==> config.mk <==
export PLATFORM = sky130hd
export DESIGN_NAME = tt_bin_clock_ctrl
export DESIGN_NICKNAME = d
export VERILOG_FILES = /design/src/rtl/tt_bin_clock_ctrl.sv
export SDC_FILE = /design/constraint.sdc
export NUM_CORES = 1
export LEC_CHECK = 0
export CAP_MARGIN = 20
export CORE_ASPECT_RATIO = 0.9
export CORE_MARGIN = 2
export CORE_UTILIZATION = 35
export CTS_CLUSTER_DIAMETER = 40
export DETAILED_ROUTE_END_ITERATION = 10
export GPL_TIMING_DRIVEN = 1
export SLEW_MARGIN = 40
export SYNTH_ARGS = -nofsm -noshare
export SYNTH_HDL_FRONTEND = slang
export SYNTH_SLANG_ARGS = --single-unit
export TNS_END_PERCENT = 1
==> constraint.sdc <==
create_clock -name clk_i -period 6.3 [get_ports clk_i]
set_input_delay 0.63 -clock clk_i [delete_from_list [all_inputs] [get_ports clk_i]]
set_output_delay 0.63 -clock clk_i [all_outputs]
set_load 0.01 [all_outputs]
==> src/rtl/tt_bin_clock_ctrl.sv <==
// Binary clock control: button conditioning, set-mode FSM and 1 s tick.
// Define BIN_CLOCK_AUTO_REPEAT_EN to auto-repeat held up/down keys.
module tt_bin_clock_ctrl #(
   parameter int TICK_DIV        = 10_000_000,
   parameter int DEBOUNCE_CYCLES = 200_000,
   parameter int REPEAT_DELAY    = 5_000_000,
   parameter int REPEAT_PERIOD   = 2_000_000
) (
   input  logic       clk_i,
   input  logic       rstn_i,
   input  logic       mode_i,
   input  logic       up_i,
   input  logic       down_i,
   output logic [1:0] hour_id_o,
   output logic [1:0] minute_id_o,
   output logic [1:0] seconds_id_o,
   output logic       tick_o,
   output logic [1:0] set_field_o
);

   localparam int PW = (TICK_DIV > 1) ? $clog2(TICK_DIV) : 1;
   localparam int DW = (DEBOUNCE_CYCLES > 1) ? $clog2(DEBOUNCE_CYCLES + 1) : 1;

   typedef enum logic [1:0] {
      ST_RUN  = 2'b00,
      ST_HOUR = 2'b01,
      ST_MIN  = 2'b10,
      ST_SEC  = 2'b11
   } state_e;

   // bit 0 mode, bit 1 up, bit 2 down
   logic [2:0]    s1_q, s1_d, s2_q, s2_d;
   logic [2:0]    deb_q, deb_d, prev_q, prev_d;
   logic [DW-1:0] dcnt_q [3];
   logic [DW-1:0] dcnt_d [3];
   logic [2:0]    rise;

   state_e        state_q, state_d;
   logic [PW-1:0] pcnt_q, pcnt_d;
   logic          tick_q, tick_d;
   logic [1:0]    hour_q, hour_d, min_q, min_d, sec_q, sec_d;

   logic mode_rise, up_lvl, dn_lvl, in_set;
   logic up_go, dn_go, rep_inc, rep_dec;

   assign rise      = deb_q & ~prev_q;
   assign mode_rise = rise[0];
   assign up_lvl    = deb_q[1];
   assign dn_lvl    = deb_q[2];
   assign in_set    = (state_q != ST_RUN);

   // A fresh press counts only when the opposite key is not held.
   assign up_go = in_set && !mode_rise && rise[1] && !dn_lvl;
   assign dn_go = in_set && !mode_rise && rise[2] && !up_lvl;

   // Synchronize and debounce: a level is taken after a full run of agreement.
   always_comb begin
      s1_d   = {down_i, up_i, mode_i};
      s2_d   = s1_q;
      prev_d = deb_q;
      deb_d  = deb_q;
      for (int i = 0; i < 3; i++) begin
         dcnt_d[i] = '0;
         if (s2_q[i] != deb_q[i]) begin
            if (dcnt_q[i] == DW'(DEBOUNCE_CYCLES - 1))
               deb_d[i] = s2_q[i];
            else
               dcnt_d[i] = dcnt_q[i] + DW'(1);
         end
      end
   end

`ifdef BIN_CLOCK_AUTO_REPEAT_EN
   localparam int RMAX = (REPEAT_DELAY > REPEAT_PERIOD) ?
                         REPEAT_DELAY : REPEAT_PERIOD;
   localparam int RW = (RMAX > 1) ? $clog2(RMAX + 1) : 1;

   logic          rep_act_q, rep_act_d;
   logic          rep_up_q, rep_up_d;
   logic          rep_first_q, rep_first_d;
   logic [RW-1:0] rep_cnt_q, rep_cnt_d, rep_lim;
   logic          rep_stop, rep_hit;

   // Repeat is armed by a real pulse and dies on release, other key or mode.
   always_comb begin
      rep_lim  = rep_first_q ? RW'(REPEAT_DELAY - 1) : RW'(REPEAT_PERIOD - 1);
      rep_stop = !in_set || mode_rise ||
                 (rep_up_q ? (!up_lvl || dn_lvl) : (!dn_lvl || up_lvl));
      rep_hit  = rep_act_q && !rep_stop && (rep_cnt_q == rep_lim);
      rep_act_d   = rep_act_q;
      rep_up_d    = rep_up_q;
      rep_first_d = rep_first_q;
      rep_cnt_d   = rep_cnt_q;
      if (up_go || dn_go) begin
         rep_act_d   = 1'b1;
         rep_up_d    = up_go;
         rep_first_d = 1'b1;
         rep_cnt_d   = '0;
      end else if (rep_stop) begin
         rep_act_d   = 1'b0;
         rep_first_d = 1'b0;
         rep_cnt_d   = '0;
      end else if (rep_act_q) begin
         if (rep_hit) begin
            rep_cnt_d   = '0;
            rep_first_d = 1'b0;
         end else begin
            rep_cnt_d = rep_cnt_q + RW'(1);
         end
      end
   end

   assign rep_inc = rep_hit && rep_up_q;
   assign rep_dec = rep_hit && !rep_up_q;

   // Repeat state registers.
   always_ff @(posedge clk_i or negedge rstn_i) begin
      if (!rstn_i) begin
         rep_act_q   <= 1'b0;
         rep_up_q    <= 1'b0;
         rep_first_q <= 1'b0;
         rep_cnt_q   <= '0;
      end else begin
         rep_act_q   <= rep_act_d;
         rep_up_q    <= rep_up_d;
         rep_first_q <= rep_first_d;
         rep_cnt_q   <= rep_cnt_d;
      end
   end
`else
   assign rep_inc = 1'b0;
   assign rep_dec = 1'b0;
`endif

   // Mode FSM, prescaler and registered adjust pulses.
   always_comb begin
      logic [1:0] id;
      state_d = state_q;
      if (mode_rise) begin
         unique case (state_q)
            ST_RUN:  state_d = ST_HOUR;
            ST_HOUR: state_d = ST_MIN;
            ST_MIN:  state_d = ST_SEC;
            ST_SEC:  state_d = ST_RUN;
         endcase
      end
      pcnt_d = '0;
      tick_d = 1'b0;
      if (!in_set) begin
         pcnt_d = (pcnt_q == PW'(TICK_DIV - 1)) ? '0 : pcnt_q + PW'(1);
         tick_d = (pcnt_d == PW'(TICK_DIV - 1));
      end
      id     = {up_go || rep_inc, dn_go || rep_dec};
      hour_d = (state_q == ST_HOUR) ? id : 2'b00;
      min_d  = (state_q == ST_MIN)  ? id : 2'b00;
      sec_d  = (state_q == ST_SEC)  ? id : 2'b00;
   end

   // All control state, cleared at once by reset.
   always_ff @(posedge clk_i or negedge rstn_i) begin
      if (!rstn_i) begin
         s1_q    <= '0;
         s2_q    <= '0;
         deb_q   <= '0;
         prev_q  <= '0;
         for (int i = 0; i < 3; i++) dcnt_q[i] <= '0;
         state_q <= ST_RUN;
         pcnt_q  <= '0;
         tick_q  <= 1'b0;
         hour_q  <= 2'b00;
         min_q   <= 2'b00;
         sec_q   <= 2'b00;
      end else begin
         s1_q    <= s1_d;
         s2_q    <= s2_d;
         deb_q   <= deb_d;
         prev_q  <= prev_d;
         for (int i = 0; i < 3; i++) dcnt_q[i] <= dcnt_d[i];
         state_q <= state_d;
         pcnt_q  <= pcnt_d;
         tick_q  <= tick_d;
         hour_q  <= hour_d;
         min_q   <= min_d;
         sec_q   <= sec_d;
      end
   end

   assign hour_id_o    = hour_q;
   assign minute_id_o  = min_q;
   assign seconds_id_o = sec_q;
   assign tick_o       = tick_q;
   assign set_field_o  = state_q;

endmodule

# Yosys cells after proc, flatten, opt, wreduce, memory -nomap -nowiden
# Index checks and enable logic that the tools add are counted.
# W data, S select, Z words.
dict set report classes {
  muxes 13
  n_div 0
  multipliers 0
  add_sub_neg 4
  n_reduce_logical 13
  n_eq_ne 11
  magnitude_cmp 0
  bitwise 2
  shift 0
}
# cell count
set op_table {}
lappend op_table {{$mux W18} 6}
lappend op_table {{$add A18 B1 Y18 const B} 3}
lappend op_table {{$eq A18 B18 Y1 const B} 3}
lappend op_table {{$eq A24 B24 Y1 const B} 2}
lappend op_table {{$mux W24} 2}
lappend op_table {{$add A24 B1 Y24 const B} 1}
lappend op_table {{$pmux W2 S4} 1}
lappend op_table {{$mux W2} 3}
lappend op_table {{$reduce_and A2 Y1} 3}
lappend op_table {{$logic_and A1 B1 Y1} 5}
lappend op_table {{$eq A2 B2 Y1 const B} 2}
lappend op_table {{$and A3 B3 Y3} 1}
lappend op_table {{$logic_not A1 Y1} 3}
lappend op_table {{$ne A1 B1 Y1} 3}
lappend op_table {{$not A3 Y3} 1}
lappend op_table {{$eq A2 B1 Y1 const B} 1}
lappend op_table {{$logic_not A2 Y1} 1}
lappend op_table {{$reduce_bool A2 Y1} 1}
lappend op_table {{$mux W1} 1}
dict set report word_totals {
  word_cells 58
  latchBits 0
  ff_bits 99
  output_inout_bits 9
  inputBits 5
  ram_bits 0
  mem_bits_ro 0
  mem_count 0
}

# Depth between registers and ports, before layout
# Gate-level depths: netlist (run 1).
dict set report depth {
  ltp_word 7
  depth_mapped 9
  mapped_depth_nobuf 7
}

# Least setup slack after synthesis (run 1)
# Ideal clock, no wire load.
dict set report synth_path {
  kind {reg-to-reg}
  start {register dcnt_q[36] (netlist name)}
  end {register dcnt_q[44] (netlist name)}
  n_path_buf 3
  setup_ns 0.132
  path_slack_ns 4.279
  t_required_ns 6.168
  period_less_slack_ns 2.021
  arrival_time_ns 1.889
  stages_incl_launch_ff 10
  path_cell_list {dfrtp_1 -> ha_1 -> and3_1 -> and3_1 -> clkbuf_1 -> nand4_1 -> nand2b_1 -> clkbuf_1 -> clkbuf_1 -> nor2_1}
}
# element line_no
set synth_lines {}
lappend synth_lines {{from (decl)} 34} ;# logic [DW-1:0] dcnt_q [3];

# Worst setup path after layout (run 1)
dict set report layout_path {
  start {register pcnt_q[0]}
  end {register tick_q (netlist: tick_o)}
}
dict set report layout_via {
  elab_chain_len 4
  elab_cells_between_ends 5
  cone_classes {1 x add/sub; 2 x eq/ne; 2 x mux}
}
# element line_no
set layout_rtl {}
lappend layout_rtl {{from (decl)} 39} ;# logic [PW-1:0] pcnt_q, pcnt_d;
lappend layout_rtl {{from (signal assigned)} 180} ;# pcnt_q <= pcnt_d;
lappend layout_rtl {{$add A24 B1 Y24 / $eq A24 B24 Y1 (equally long branches)} 150} ;# pcnt_d = (pcnt_q == PW'(TICK_DIV - 1)) ? '0 : pcnt_q + PW'(1);
lappend layout_rtl {{$mux W24 (*)} 150}
lappend layout_rtl {{$eq A24 B24 Y1 (*)} 151} ;# tick_d = (pcnt_d == PW'(TICK_DIV - 1));
lappend layout_rtl {{$mux W1 (*)} 149} ;# if (!in_set) begin
lappend layout_rtl {{net tick_d} 40} ;# logic tick_q, tick_d;
lappend layout_rtl {{to (signal assigned)} 181} ;# tick_q <= tick_d;
lappend layout_rtl {{to (decl)} 40}
# The timed path passes the listed nets; every way through them passes the cells marked *.
# A chain may end at the register's enable or synchronous reset.

==> results of run 1 <==
[power by group through the flow]
stage | clock (µW) | combinational [µW] | sequential [µW]
floorplan | 0 | 12.9 | 658
global placement | 0 | 30.3 | 659
detailed placement | 0 | 31.1 | 659
CTS | 543 | 31.3 | 647
global route | 567 | 34.9 | 647
finish | 523 | 29.4 | 647
[final cells by class]
cell class | count | share of cell area (%)
Clock buffer | 11 | 4.58
Timing Repair Buffer | 14 | 2.55
Sequential cell | 99 | 46.8
Multi-Input combinational cell | 346 | 40.6
Tap cell | 168 | 3.97
Inverter | 10 | 0.709
Clock inverter | 5 | 0.850
[worst max-delay path by stage]
stage                     slack, ns  cells past startpoint          to       start
final                          4.05                      7      tick_o   pcnt_q[0]
after CTS                      4.05                      7      tick_o   pcnt_q[0]
after global placement         4.13                      7      tick_o   pcnt_q[0]
after floorplan                4.28                      9  dcnt_q[44]  dcnt_q[36]
after detailed placement       4.07                      7      tick_o   pcnt_q[0]
after global routing           3.90                      7      tick_o   pcnt_q[0]
[cells by family (layout without fill, tap and decap cells)]
group / Yosys count / count (layout) / share of synthesized area (%)
DFF: 99 / 99 / 52.5
adders and majority gates: 8 / 8 / 2.12
xor gates and xnor gates: 71 / 71 / 13.2
muxes: 5 / 5 / 1.17
and+or+nand+nor: 239 / 239 / 25.7
AOI/OAI and AO/OA: 23 / 23 / 3.39
buffers and inverters: 25 / 40 / 2.01
[routing by layer]
metal  GRT usage, %  up-vias  routed length [µm]
li1               -     1604                   -
met2           19.6       35                3830
met1           16.2     1569                4180
met4           4.62        0                 139
met3           3.22       12                 217
met5              0        -                   0
[layout by cell type, fill, tap and decap left out, types with 7 or more instances in the layout]
cell type / netlist / layout
clkbuf_16: 0 / 9
and2_1: 15 / 15
dfrtp_1: 99 / 99
clkdlybuf4s50_1: 0 / 12
inv_1: 10 / 10
o21ai_0: 9 / 9
nand4_1: 13 / 13
nor4_1: 7 / 7
and3_1: 23 / 23
ha_1: 8 / 8
xor2_1: 37 / 37
nand3_1: 34 / 34
nor3_1: 7 / 7
nor2_1: 90 / 90
nand2_1: 27 / 27
xnor2_1: 34 / 34
[state kept, by name (all words and copies together), names as in the netlist]
name and flops:
minute_id_o 2, prev_q 3, pcnt_q 24, tick_o 1, dcnt_q 54, s2_q 3
set_field_o 2, seconds_id_o 2, hour_id_o 2, deb_q 3, s1_q 3
[critical path: stages, from the launching register on]
cell and delay (ns):
dfrtp_1 0.44, ha_1 0.26, nand2_1 0.17, nor3_2 0.45
and3_1 0.31, nand3_1 0.11, xor2_1 0.17, nor4_2 0.25
[through the flow]
stage               setup WS [ns]  hold WS, ns
global route                 3.90        0.347
finish                       4.05        0.291
CTS                          4.05        0.319
global placement             4.13        0.340
floorplan                    4.28        0.331
detailed placement           4.07        0.336
==> summary.txt, run 1 <==
Setup path
  – R2R Setup Slk: 4.05 ns
  – Critical register-to-register path startpoint: pcnt_q[0]
  – Required @ worst endpoint: 6.55 ns
  – Kind of end point of the critical path: flip-flop
  – Worst reg2reg endpoint: tick_o
  – Arrival time at the worst endpoint: 2.49 ns
  – Crit path kind: flip-flop to flip-flop
  – CP startpoint kind: flip-flop
  – R2r worst-path depth: 7
  – Largest fanout of any net on the critical path: 7

STA
  – Final-layout setup total negative slack: 0 ns
  – Number of failing setup endpoints in the final timing report: 0
  – Unrepaired setup endpoints after global routing: no
  – Final Skew: 0.00451 ns
  – Headroom to the max-slew limit: 52.1%
  – Slew @ Worst Pin: between 0.7 and 0.8 ns
  – Count of endpoints failing hold in the final timing report: 0
  – Min cycle time layout: 2.25 ns
  – Max Freq: 0.445 GHz
  – Final period utilization: 35.7%
  – Max-slew violation count: 0

Power
  – NetSw: 266 µW
  – Combinational fraction of design power: 2.5%
  – Static Leak: 0.00231 µW
  – Pwr Total: approximately 1200 µW
  – Clk network pwr share: roughly 44%
  – Power share of the sequential group: 53.9%
  – Largest voltage drop on the vdd net: about 0.13 mV
  – Switching share of power: 22.1%
  – Total internal power: 934 µW
  – Power per cell area: 226 nW/µm²

Floorplanning
  – Site row count: 40
  – Die width: 126 µm
  – Core footprint: 13300 µm²
  – Top-Level Pins: 14
  – Starting utilization of the core area: 35.6%
  – Die area: 14400 µm²
  – DIE HEIGHT: about 110 µm

CTS
  – Clock sink count: 99
  – TritonCTS clock tree: built
  – Maximum root-to-sink buffer count: 2
  – # hold bufs at CTS: 0
  – Resize count post-CTS: 0
  – # H-tree levels: 3
  – Buffers inserted during post-CTS setup optimization: 0
  – Worst skew pair latency: around 0.33 ns
  – Num CTS Buffers: 9
  – Cell at the root of the clock tree: clkbuf_16
  – Clock transition at path regs: 0.07 ns

GRT
  – Largest net degree at the start of global routing: 55
  – Tot GR Track Use: 12.3%
  – Initial antenna violation count: 0
  – Global-route wire length before repair: between 10 and 15 mm
  – Vias in the first global route: 3124
  – Remaining global-route overflow: 0

Cells and area
  – Final design instance area without fill: 5300 µm²
  – Area of combinational cells with multiple inputs: 2150 µm²
  – Layout-stage area growth over the synthesis result: 12.2%
  – Antenna diode instance count: 0
  – Finished Core Util: between 30% and 40%
  – Post-layout net count: 493
  – Number of non-filler instances in the completed layout: ~650
  – Sequential Area: 2480 µm²
  – Number of fillers in the final layout: about 1300
  – Share of post-route cells with drive strength above 1: 5.77%

Drt
  – Detailed Routing Iterations Pass 1: 4
  – Post-DR vias/cell: 4.93
  – Routed len/inst: 12.8 µm
  – Number of violations reported at the end of detailed-routing iteration 0: 211
  – Total DRC errors in the routed layout: 0
  – Detailed-route via count: 3220
  – Detail Route Antenna Nets: 0
  – Routed wire length: roughly 8.4 mm

Logic synthesis
  – Part of the Yosys area used for sequential elements: 52.5%
  – Top cells by area in the synthesized netlist: dfrtp_1 52%, nor2_1 7.2%, xor2_1 6.9%
  – Number of enable flip-flop cells after synthesis: 0
  – Proportion of synthesized flip-flops having asynchronous set or reset: 100%
  – Most repeated cell in the gate-level netlist after synthesis: dfrtp_1
  – Cell area after synthesis: roughly 4700 µm²
  – Number of nets in the synthesized netlist: 483
  – Synthesized flop and latch total: 99
  – Cell type contributing the most total cell area after synthesis: dfrtp_1
  – Yosys warning count: 0
  – Post-synthesis cell count: 470
  – Mean post-synth cell area: 10.0 µm²
  – Number of different library cells in the post-synthesis netlist: 43
  – Top cell type's share of synthesized area: 52.5%
  – Leading cell types by count after synthesis: 99 x dfrtp_1, 90 x nor2_1, 37 x xor2_1, 34 x nand3_1, 34 x xnor2_1
  – Main synth FF type: dfrtp_1

Place
  – Final Wtd Congestion: 0.848
  – Total placed instance area: 5010 µm²
  – DP Wirelength: 5.70 mm
  – Port Buffer Count: 13
  – Total placed cells including tap cells: 637

Min path
  – Worst min-delay path class: input port to async pin

Run
  – # Max-Cap Violations: 0

Run status
  – Status: finished clean
No activity file was read; power rests on OpenSTA's default activity.
==> run 2, diff against run 1 <==
==> constraint.sdc (replaced) <==
create_clock -name clk_i -period 2.1 [get_ports clk_i]
set_input_delay 0.21 -clock clk_i [delete_from_list [all_inputs] [get_ports clk_i]]
set_output_delay 0.21 -clock clk_i [all_outputs]
set_load 0.01 [all_outputs]
==> summary.txt, run 2 (same netlist as run 1, synthesis figures left out) <==
Run status
  – Status: finished clean

Cells and area
  – Finished Core Util: 41.3% (+1.4 points)
  – Most common cell after layout, fill and taps aside: dfrtp_1
  – Number of flip-flops under the largest register name: 54 (unchanged)
  – Most flop-heavy register: dcnt_q
  – Layout-stage area growth over the synthesis result: 16.0%
  – Commonest cells after routing, fill and taps aside: 95 x dfrtp_1, 90 x nor2_1, 37 x xor2_1
  – Share of post-route cells with drive strength above 1: 10.4% (+4.6 points)
  – Post-layout net count: 509 (+3.2%)
  – Biggest registers after layout: dcnt_q x54, pcnt_q x24
  – Antenna diode instance count: 0 (unchanged)

Setup path
  – Count of buffering cells on the critical path with inverters included: 0 (unchanged)
  – Worst reg2reg endpoint: tick_o
  – Cell repeated most along the worst path: or3_4
  – R2r worst-path depth: 6 (-1)
  – Cell breakdown of the critical path: nand4_4 > or3_4 > or3_4 > a221oi_2 > o221ai_2 > nor4_2
  – Arrival time at the worst endpoint: 2.25 ns (-0.24 ns)
  – Kind of end point of the critical path: flip-flop
  – R2R Setup Slk: 0.09 ns (-3.96 ns)
  – Worst-path cell with the longest stage delay: dfrtp_1
  – Critical register-to-register path startpoint: pcnt_q[4]
  – Slowest Stage Delay on Critical Path: 0.45 ns (about the same)
  – CP startpoint kind: flip-flop
  – Largest fanout of any net on the critical path: 4 (-3)
  – Required @ worst endpoint: 2.34 ns (-4.21 ns)
  – Family with the most delay on the worst path: simple AND/OR/NAND/NOR gates
  – Path length in cells of the critical path: 6 (-1)
  – Crit path kind: flip-flop to flip-flop

STA
  – Final-layout setup total negative slack: 0 ns (unchanged)
  – Headroom to the max-slew limit: 70.9% (+19 points)
  – Max Freq: 0.498 GHz (+12%)
  – Final period utilization: 95.5% (+60 points)
  – Unrepaired setup endpoints after global routing: no
  – Worst-case hold slack: 0.298 ns (+0.00644 ns)
  – Min cycle time layout: 2.01 ns (-0.241 ns)
  – Number of failing setup endpoints in the final timing report: 0 (unchanged)
  – Slew @ Worst Pin: 0.434 ns (-0.278 ns)
  – Max-slew violation count: 0 (unchanged)
  – Final Skew: 0.00607 ns (+0.00156 ns)
  – Count of endpoints failing hold in the final timing report: 0 (unchanged)

Power
  – Clk network pwr share: 45.2% (+1.6 points)
  – Pwr Total: 3720 µW (+210%)
  – Total internal power: 2920 µW (+210%)
  – Static Leak: 0.00240 µW (+4.0%)
  – Switching share of power: 21.5% (-0.65 points)
  – Power share of the sequential group: 52.2% (-1.7 points)
  – Combinational fraction of design power: 2.6% (about the same)
  – NetSw: 799 µW (+200%)
  – Power per cell area: 679 nW/µm² (+200%)
  – Largest voltage drop on the vdd net: 0.385 mV (+200%)

Drt
  – Detailed-route via count: 3321 (+3.1%)
  – Detailed Routing Iterations Pass 1: 4 (unchanged)
  – Routed wire length: 8.64 mm (+3.2%)
  – Total DRC errors in the routed layout: 0 (unchanged)
  – Number of violations reported at the end of detailed-routing iteration 0: 242 (+15%)
  – Post-DR vias/cell: 4.96 (+0.67%)
  – Routed len/inst: 12.9 µm (+0.76%)
  – Detail Route Antenna Nets: 0 (unchanged)

GRT
  – Global-route wire length before repair: 15.2 mm (+5.3%)
  – Vias in the first global route: 3244 (+3.8%)
  – Initial antenna violation count: 0 (unchanged)
  – Remaining global-route overflow: 0 (unchanged)
  – Largest net degree at the start of global routing: 52 (-5.5%)
  – Tot GR Track Use: 13.0% (+0.73 points)

CTS
  – Worst skew pair latency: 0.35 ns (+0.02 ns)
  – Clock sink count: 99 (unchanged)
  – Maximum root-to-sink buffer count: 2 (unchanged)
  – Cell at the root of the clock tree: clkbuf_16
  – TritonCTS clock tree: built
  – Num CTS Buffers: 9 (unchanged)
  – # H-tree levels: 3 (unchanged)
  – Clock transition at path regs: 0.06 ns (about the same)

Floorplanning
  – DIE HEIGHT: 114 µm (unchanged)
  – Top-Level Pins: 14 (unchanged)
  – Site row count: 40 (unchanged)
  – Die width: 126 µm (unchanged)
  – Core footprint: 13300 µm² (unchanged)
  – Starting utilization of the core area: 35.6% (unchanged)
  – Die area: 14400 µm² (unchanged)

Place
  – Final Wtd Congestion: 0.876 (+3.3%)
  – DP Wirelength: 6.06 mm (+6.3%)
  – Port Buffer Count: 13 (unchanged)

Run
  – # Max-Cap Violations: 0 (unchanged)

Min path
  – Worst min-delay path class: input port to async pin
[run 2: cell count changes in the layout (fill, tap and decap cells not counted), sizes merged]
cell and delta:
buf +15, bufinv +1, dlygate4sd3 +1, inv -1
[run 2: power by group through the flow]
stage	Sequential, µW	Clock, µW	Combinational (µW)
2_1_floorplan	1970	0	38.7
3_3_place_gp	1980	0	99.2
3_5_place_dp	1980	0	101
4_1_cts	1940	1730	103
5_1_grt	1940	1800	116
6_report	1940	1680	98.3
[run 2: metal layers]
metal  GRT usage, %  share of wire, %  routed length [µm]  up-vias
li1               -                 -                   -     1633
met1           17.6                50                4300     1631
met2           20.4                45                3930       46
met3           3.79               3.4                 291       11
met4           4.25               1.4                 120        0
met5              0                 0                   0        -
[run 2: worst register-to-register path, delay by kind of cell (launching register included)]
kind | cells | cell delay, ns
simple gates | 4 | 1.04
compound gates | 2 | 0.43
flops | 1 | 0.45
[run 2: worst max-delay path by stage]
| stage | from | end | slack [ns] |
|---|---|---|---|
| 2_1_floorplan | dcnt_q[36] | dcnt_q[44] | 0.08 |
| 3_3_place_gp | pcnt_q[0] | tick_o | 0.12 |
| 3_5_place_dp | pcnt_q[0] | tick_o | 0.02 |
| 4_1_cts | pcnt_q[0] | tick_o | 0.04 |
| 5_1_grt | pcnt_q[2] | tick_o | 0.009 |
| 6_report | pcnt_q[4] | tick_o | 0.09 |
[run 2: layout make-up]
type | count | area [µm²]
Fill cell | 1229 | 7780
Sequential cell | 99 | 2480
Multi-Input combinational cell | 346 | 2160
Timing Repair Buffer | 30 | 283
Clock buffer | 11 | 243
Tap cell | 168 | 210
Clock inverter | 5 | 60.1
Inverter | 10 | 37.5
[run 2: per-stage QoR]
| stage | cells | area, µm² | setup slack, ns |
|---|---|---|---|
| after global placement | 651 | 5140 | 0.119 |
| after floorplan | 470 | 4720 | 0.0792 |
| after detailed placement | 651 | 5140 | 0.0156 |
| after global routing | 669 | 5480 | 0.00906 |
| after CTS | 668 | 5450 | 0.0437 |
| final | 669 | 5480 | 0.0937 |
[run 2: repair_timing]
action,4_1_cts,5_1_grt
gates resized for setup,1,9
setup buffers,0,1
endpoints found under the hold margin,21,0
endpoints found under the setup margin,1,4
pin swaps,0,1
hold buffers,1,0
